$ cat src/rtl/arb_pkg.sv
// Shared types and defaults for the round-robin arbiter slice.
package arb_pkg;

    typedef enum logic {
        ARB_IDLE,
        ARB_GRANT
    } arb_state_t;

    localparam int ARB_NUM_REQ  = 4;
    localparam int ARB_MAX_HOLD = 8;

endpackage

$ cat src/rtl/rr_sel.sv
// Combinational rotating-priority picker: first unmasked request at or above ptr,
// falling back to the lowest unmasked request when nothing sits at or above ptr.
module rr_sel #(
    parameter int NUM_REQ = 4
) (
    input  logic [NUM_REQ-1:0]         req,
    input  logic [$clog2(NUM_REQ)-1:0] ptr,
    input  logic [NUM_REQ-1:0]         mask,
    output logic [NUM_REQ-1:0]         winner,
    output logic [$clog2(NUM_REQ)-1:0] idx,
    output logic                       any
);

    localparam int IW = $clog2(NUM_REQ);

    logic [NUM_REQ-1:0] cand;
    logic [NUM_REQ-1:0] upper;
    logic [NUM_REQ-1:0] pick;
    logic               found;

    always_comb begin
        cand  = req & ~mask;
        upper = '0;
        for (int i = 0; i < NUM_REQ; i++) begin
            upper[i] = cand[i] && (i >= int'(ptr));
        end
        pick = (|upper) ? upper : cand;

        // lowest set bit of the chosen half wins
        winner = '0;
        idx    = '0;
        found  = 1'b0;
        for (int i = 0; i < NUM_REQ; i++) begin
            if (pick[i] && !found) begin
                winner[i] = 1'b1;
                idx       = IW'(i);
                found     = 1'b1;
            end
        end
        any = |cand;
    end

endmodule

$ cat src/rtl/rr_arbiter.sv
// Round-robin arbiter with registered one-hot grant, grant hold while the owner
// keeps requesting, and bounded hold (MAX_HOLD) that forcibly moves the grant.
module rr_arbiter
    import arb_pkg::*;
#(
    parameter int NUM_REQ  = ARB_NUM_REQ,
    parameter int MAX_HOLD = ARB_MAX_HOLD
) (
    input  logic                       clock,
    input  logic                       reset,
    input  logic                       en,
    input  logic [NUM_REQ-1:0]         req,
    output logic [NUM_REQ-1:0]         gnt,
    output logic [$clog2(NUM_REQ)-1:0] gnt_idx,
    output logic                       gnt_valid,
    output logic                       req_up,
    output logic                       preempt,
    output arb_state_t                 dbg_state
);

    localparam int IW = $clog2(NUM_REQ);
    localparam int HW = $clog2(MAX_HOLD) + 1;
    localparam logic [HW-1:0] HOLD_LAST = HW'(MAX_HOLD - 1);

    arb_state_t         state_q, state_nxt;
    logic [NUM_REQ-1:0] gnt_q, gnt_nxt;
    logic [IW-1:0]      idx_q, idx_nxt;
    logic               valid_q, valid_nxt;
    logic               pre_q, pre_nxt;
    logic [IW-1:0]      ptr_q, ptr_nxt;
    logic [HW-1:0]      hold_q, hold_nxt;

    logic [NUM_REQ-1:0] sel_mask;
    logic [NUM_REQ-1:0] sel_winner;
    logic [IW-1:0]      sel_idx;
    logic               sel_any;
    logic               owner_req;
    logic               others;

    // The owner is masked out so a preemption can never re-pick it.
    assign sel_mask = (state_q == ARB_GRANT) ? gnt_q : '0;

    rr_sel #(.NUM_REQ(NUM_REQ)) u_sel (
        .req    (req),
        .ptr    (ptr_q),
        .mask   (sel_mask),
        .winner (sel_winner),
        .idx    (sel_idx),
        .any    (sel_any)
    );

    assign owner_req = |(req & gnt_q);
    assign others    = |(req & ~gnt_q);

    always_comb begin
        state_nxt = state_q;
        gnt_nxt   = gnt_q;
        idx_nxt   = idx_q;
        valid_nxt = valid_q;
        pre_nxt   = 1'b0;
        ptr_nxt   = ptr_q;
        hold_nxt  = hold_q;

        unique case (state_q)
            ARB_IDLE: begin
                if (en && sel_any) begin
                    state_nxt = ARB_GRANT;
                    gnt_nxt   = sel_winner;
                    idx_nxt   = sel_idx;
                    valid_nxt = 1'b1;
                    ptr_nxt   = sel_idx + IW'(1);
                    hold_nxt  = '0;
                end
            end
            ARB_GRANT: begin
                if (!en || (!owner_req && !sel_any)) begin
                    state_nxt = ARB_IDLE;
                    gnt_nxt   = '0;
                    idx_nxt   = '0;
                    valid_nxt = 1'b0;
                end else if (!owner_req) begin
                    // release hands over in the same edge, no idle bubble
                    gnt_nxt  = sel_winner;
                    idx_nxt  = sel_idx;
                    ptr_nxt  = sel_idx + IW'(1);
                    hold_nxt = '0;
                end else if (others) begin
                    if (hold_q == HOLD_LAST) begin
                        gnt_nxt  = sel_winner;
                        idx_nxt  = sel_idx;
                        ptr_nxt  = sel_idx + IW'(1);
                        hold_nxt = '0;
                        pre_nxt  = 1'b1;
                    end else begin
                        hold_nxt = hold_q + HW'(1);
                    end
                end
            end
            default: begin
                state_nxt = ARB_IDLE;
                gnt_nxt   = '0;
                idx_nxt   = '0;
                valid_nxt = 1'b0;
            end
        endcase
    end

    always_ff @(posedge clock) begin
        if (reset) begin
            state_q <= ARB_IDLE;
            gnt_q   <= '0;
            idx_q   <= '0;
            valid_q <= 1'b0;
            pre_q   <= 1'b0;
            ptr_q   <= '0;
            hold_q  <= '0;
        end else begin
            state_q <= state_nxt;
            gnt_q   <= gnt_nxt;
            idx_q   <= idx_nxt;
            valid_q <= valid_nxt;
            pre_q   <= pre_nxt;
            ptr_q   <= ptr_nxt;
            hold_q  <= hold_nxt;
        end
    end

    assign gnt       = gnt_q;
    assign gnt_idx   = idx_q;
    assign gnt_valid = valid_q;
    assign preempt   = pre_q;
    assign req_up    = |req;
    assign dbg_state = state_q;

endmodule
$ cat config.mk
export PLATFORM = sky130hd
export DESIGN_NAME = rr_arbiter
export DESIGN_NICKNAME = d
export VERILOG_FILES = /design/src/rtl/arb_pkg.sv /design/src/rtl/rr_sel.sv /design/src/rtl/rr_arbiter.sv
export SDC_FILE = /design/constraint.sdc
export NUM_CORES = 1
export LEC_CHECK = 0
export CAP_MARGIN = 20
export CORE_MARGIN = 1.5
export CORE_UTILIZATION = 56
export CTS_CLUSTER_DIAMETER = 150
export DETAILED_ROUTE_END_ITERATION = 10
export GPL_TIMING_DRIVEN = 0
export PLACE_DENSITY_LB_ADDON = 0.2
export SETUP_SLACK_MARGIN = 0.2
export SLEW_MARGIN = 20
export SYNTH_ARGS = -nofsm -noshare
export SYNTH_HDL_FRONTEND = slang
export SYNTH_HIERARCHICAL = 1
export SYNTH_SLANG_ARGS = --single-unit
$ cat constraint.sdc
create_clock -name clock -period 3.1 [get_ports clock]
set_input_delay 0.62 -clock clock [delete_from_list [all_inputs] [get_ports clock]]
set_output_delay 0.62 -clock clock [all_outputs]
set_load 0.02 [all_outputs]
==> results.json <==
{
  "worstSkewPairLatency_ns": 0.29,
  "crit_arrival_ns": 2.24,
  "num_vias": 991,
  "max_stage_delay_ns": 0.56,
  "place_congestion": 0.814,
  "fillers": 147,
  "m1WireLength_mm": 1.11,
  "final_nets": 152,
  "yosysTopAreaCellShare_pct": 29.4,
  "ys_types": 38,
  "io_pins": 17,
  "maxUsedRoutingLayer": "met4",
  "maxSlewViolCount": 0,
  "timing_hold_violations_final": 0,
  "synth_cells": 124,
  "p_sw_mw": 0.170,
  "synth.area.top_cells": "dfxtp_1 29%, mux2i_1 6.9%, nand2_1 6.6%",
  "ant_nets": 0,
  "path_clk_slew_ns": 0.09,
  "fin_tns_setup_ns": 0,
  "avgRoutedWirePerCell_um": 14.5,
  "maxCapViolCount": 0,
  "core_region_area_sq_um": 1730,
  "hp-class": "reg -> reg",
  "area_growth_pct": 20.5,
  "root_buffer": "clkbuf_4",
  "antenna_cells": 0,
  "whs_ns": 0.467,
  "place_area_sq_um": 1200,
  "period_minus_slack_ns": 2.86,
  "firstDrtPassIters": 4,
  "cts_hold_buf": 0,
  "maxSlewHeadroom_pct": 65.5,
  "ys_seq_area_share_pct": 29.4,
  "synth_top_flop_cell": "dfxtp_1",
  "synth_top_family_by_area": "simple AND/OR/NAND/NOR gates",
  "syn_area_sq_um": 1020,
  "die_h_um": 45.7,
  "regArea_sq_um": 300,
  "wl_met3_um": 117,
  "clock_path_buffers": 2,
  "ys_top_cells_by_count": "18 x nand2_1, 15 x dfxtp_1, 10 x a21oi_1, 9 x nand2b_1, 7 x mux2i_1",
  "track_usage_pct": 26.1,
  "fin_crit_sh_pct": 92.2,
  "comb_power_share_pct": 30.4,
  "synth_compound_area_share_pct": 25.5,
  "path_cells": "clkdlybuf4s50_1 -> or4_1 -> clkdlybuf4s50_1",
  "synthAdderAreaFrac_pct": 1.23,
  "synth_mux_area_share_pct": 7.98,
  "cts_buffers": 3,
  "clock-sinks": 15,
  "slowest_stage": "or4_1",
  "crit_required_ns": 2.48,
  "start_util_pct": 59.1,
  "synth-edff-count": 0,
  "cts_setup_buffers": 0,
  "grt_overflow": 0,
  "h-tree-depth": 1,
  "rsz0062_at_grt": "no",
  "syn_nets": 132,
  "cpMostUsedCell": "clkdlybuf4s50_1",
  "tightest_slew_ns": 0.515,
  "drt_iter0_drc": 48,
  "grt_pass1_vias": 871,
  "power_density_nw_per_um2": 397,
  "finalInstanceArea_sq_um": 1230,
  "p_leak_nw": 0.463,
  "async_flop_share_pct": 0,
  "die_w_um": 45.7,
  "grt_start_max_net_pins": 11,
  "swShare_pct": 34.8,
  "vias_per_cell": 5.90,
  "p_seq_share_pct": 45.6,
  "start_kind": "primary input",
  "num_rows": 15,
  "vdd_ir_drop_max_mv": 0.314,
  "grt_first_pass_wirelength_mm": 3.87,
  "fin_skew_ns": 0.00301,
  "wl_mm": 2.43,
  "avgSynthCellArea_sq_um": 8.22,
  "drc": 0,
  "cts_tree": "built",
  "die_area_sq_um": 2090,
  "yosys_warnings": 6,
  "clkPwrFrac_pct": 23.9,
  "critical_path_class": "in -> out",
  "crit_fanout": 6,
  "status": "finished clean",
  "drive_gt1_share_pct": 13.3,
  "synth_xor_area_share_pct": 0.859,
  "wl_met2_mm": 1.15,
  "place.detailed.hpwl_mm": 1.85,
  "yosysTopAreaCell": "dfxtp_1",
  "synth-seq-cells": 15,
  "worst_setup_path_end_kind": "output pin",
  "fmax_ghz": 0.350,
  "numPortBuffers": 15,
  "setup_viol_count_final": 0,
  "intPower_mw": 0.318,
  "yosys.area_share.simple_pct": 30.9,
  "antenna_found_initial": 0,
  "ctsResizeCount": 0,
  "synth.most_common_cell": "nand2_1",
  "multiInputGateArea_sq_um": 678
}
-- registers in the layout (all words and copies together) (netlist names) --
register and cells:
preempt 1, dbg_state 1, ptr_q 2, gnt_valid 1, gnt_idx 2, gnt 4
hold_q 4
-- cell usage in the layout (no fill, tap or decap), types with 3 or more instances in the layout --
master | netlist | final
and2_2 | 4 | 4
nand2_1 | 18 | 18
nor3_1 | 4 | 4
a21oi_1 | 10 | 10
inv_1 | 6 | 6
clkbuf_4 | 0 | 3
clkdlybuf4s50_1 | 0 | 15
dfxtp_1 | 15 | 15
buf_2 | 3 | 3
nor2_1 | 3 | 3
nand2b_1 | 9 | 9
nand3_1 | 3 | 3
a22oi_1 | 4 | 4
nand4_1 | 4 | 4
o21ai_0 | 3 | 3
mux2i_1 | 7 | 7
nor2b_1 | 3 | 3
-- final timing paths --
kind         depth (start not counted)  slack, ns                     from                 endpoint
min                                  2       0.47  gnt_idx[0]$_SDFFE_PP0P_  gnt_idx[0]$_SDFFE_PP0P_
max reg2reg                          8       0.98     dbg_state$_SDFF_PP0_    ptr_q[0]$_SDFFE_PP0P_
max                                  3       0.24                   req[0]                   req_up
min reg2reg                          2       0.47  gnt_idx[0]$_SDFFE_PP0P_  gnt_idx[0]$_SDFFE_PP0P_
-- cell type report --
class                      instances  area share, %
clock buffer                       3           1.83
multi-input combinational         99           55.2
buffer                             4           1.53
timing repair buffer              15           12.2
inverter                           6           1.83
clock inverter                     1          0.407
tap                               25           2.55
sequential                        15           24.4
-- per-layer routing --
metal,vias to the layer above,global-route usage (%)
met3,6,6.35
met4,0,15.3
met1,457,34.1
met5,-,0
met2,34,38.6
li1,494,-
-- worst max-delay path, delay by kind of cell --
family	cells	cell delay [ns]
buffers and inverters	2	1.05
and+or+nand+nor	1	0.56
-- per-stage QoR --
stage | total power, mW | utilization (%) | instances | worst slack (ns)
after floorplan | 0.323 | - | 124 | 1.09
after global placement | 0.368 | 69.6 | 164 | 0.272
after detailed placement | 0.373 | 69.6 | 164 | 0.257
after CTS | 0.486 | 71.2 | 168 | 0.257
after global routing | 0.518 | 71.2 | 168 | 0.221
final | 0.488 | 71.2 | 168 | 0.243
-- cell families (layout without fill, tap and decap cells) --
group,after synthesis,count (layout)
compound gates,33,33
xor+xnor,1,1
fa+ha+maj,1,1
buf+inv,10,29
flops,15,15
mux,8,8
simple gates,56,56
-- power groups by stage --
stage | registers, mW | clock network (mW) | logic, mW
floorplan | 0.234 | 0 | 0.0895
global placement | 0.226 | 0 | 0.142
detailed placement | 0.227 | 0 | 0.146
CTS | 0.222 | 0.117 | 0.147
global route | 0.225 | 0.131 | 0.161
finish | 0.223 | 0.117 | 0.149
No activity file was read; power rests on OpenSTA's default activity.
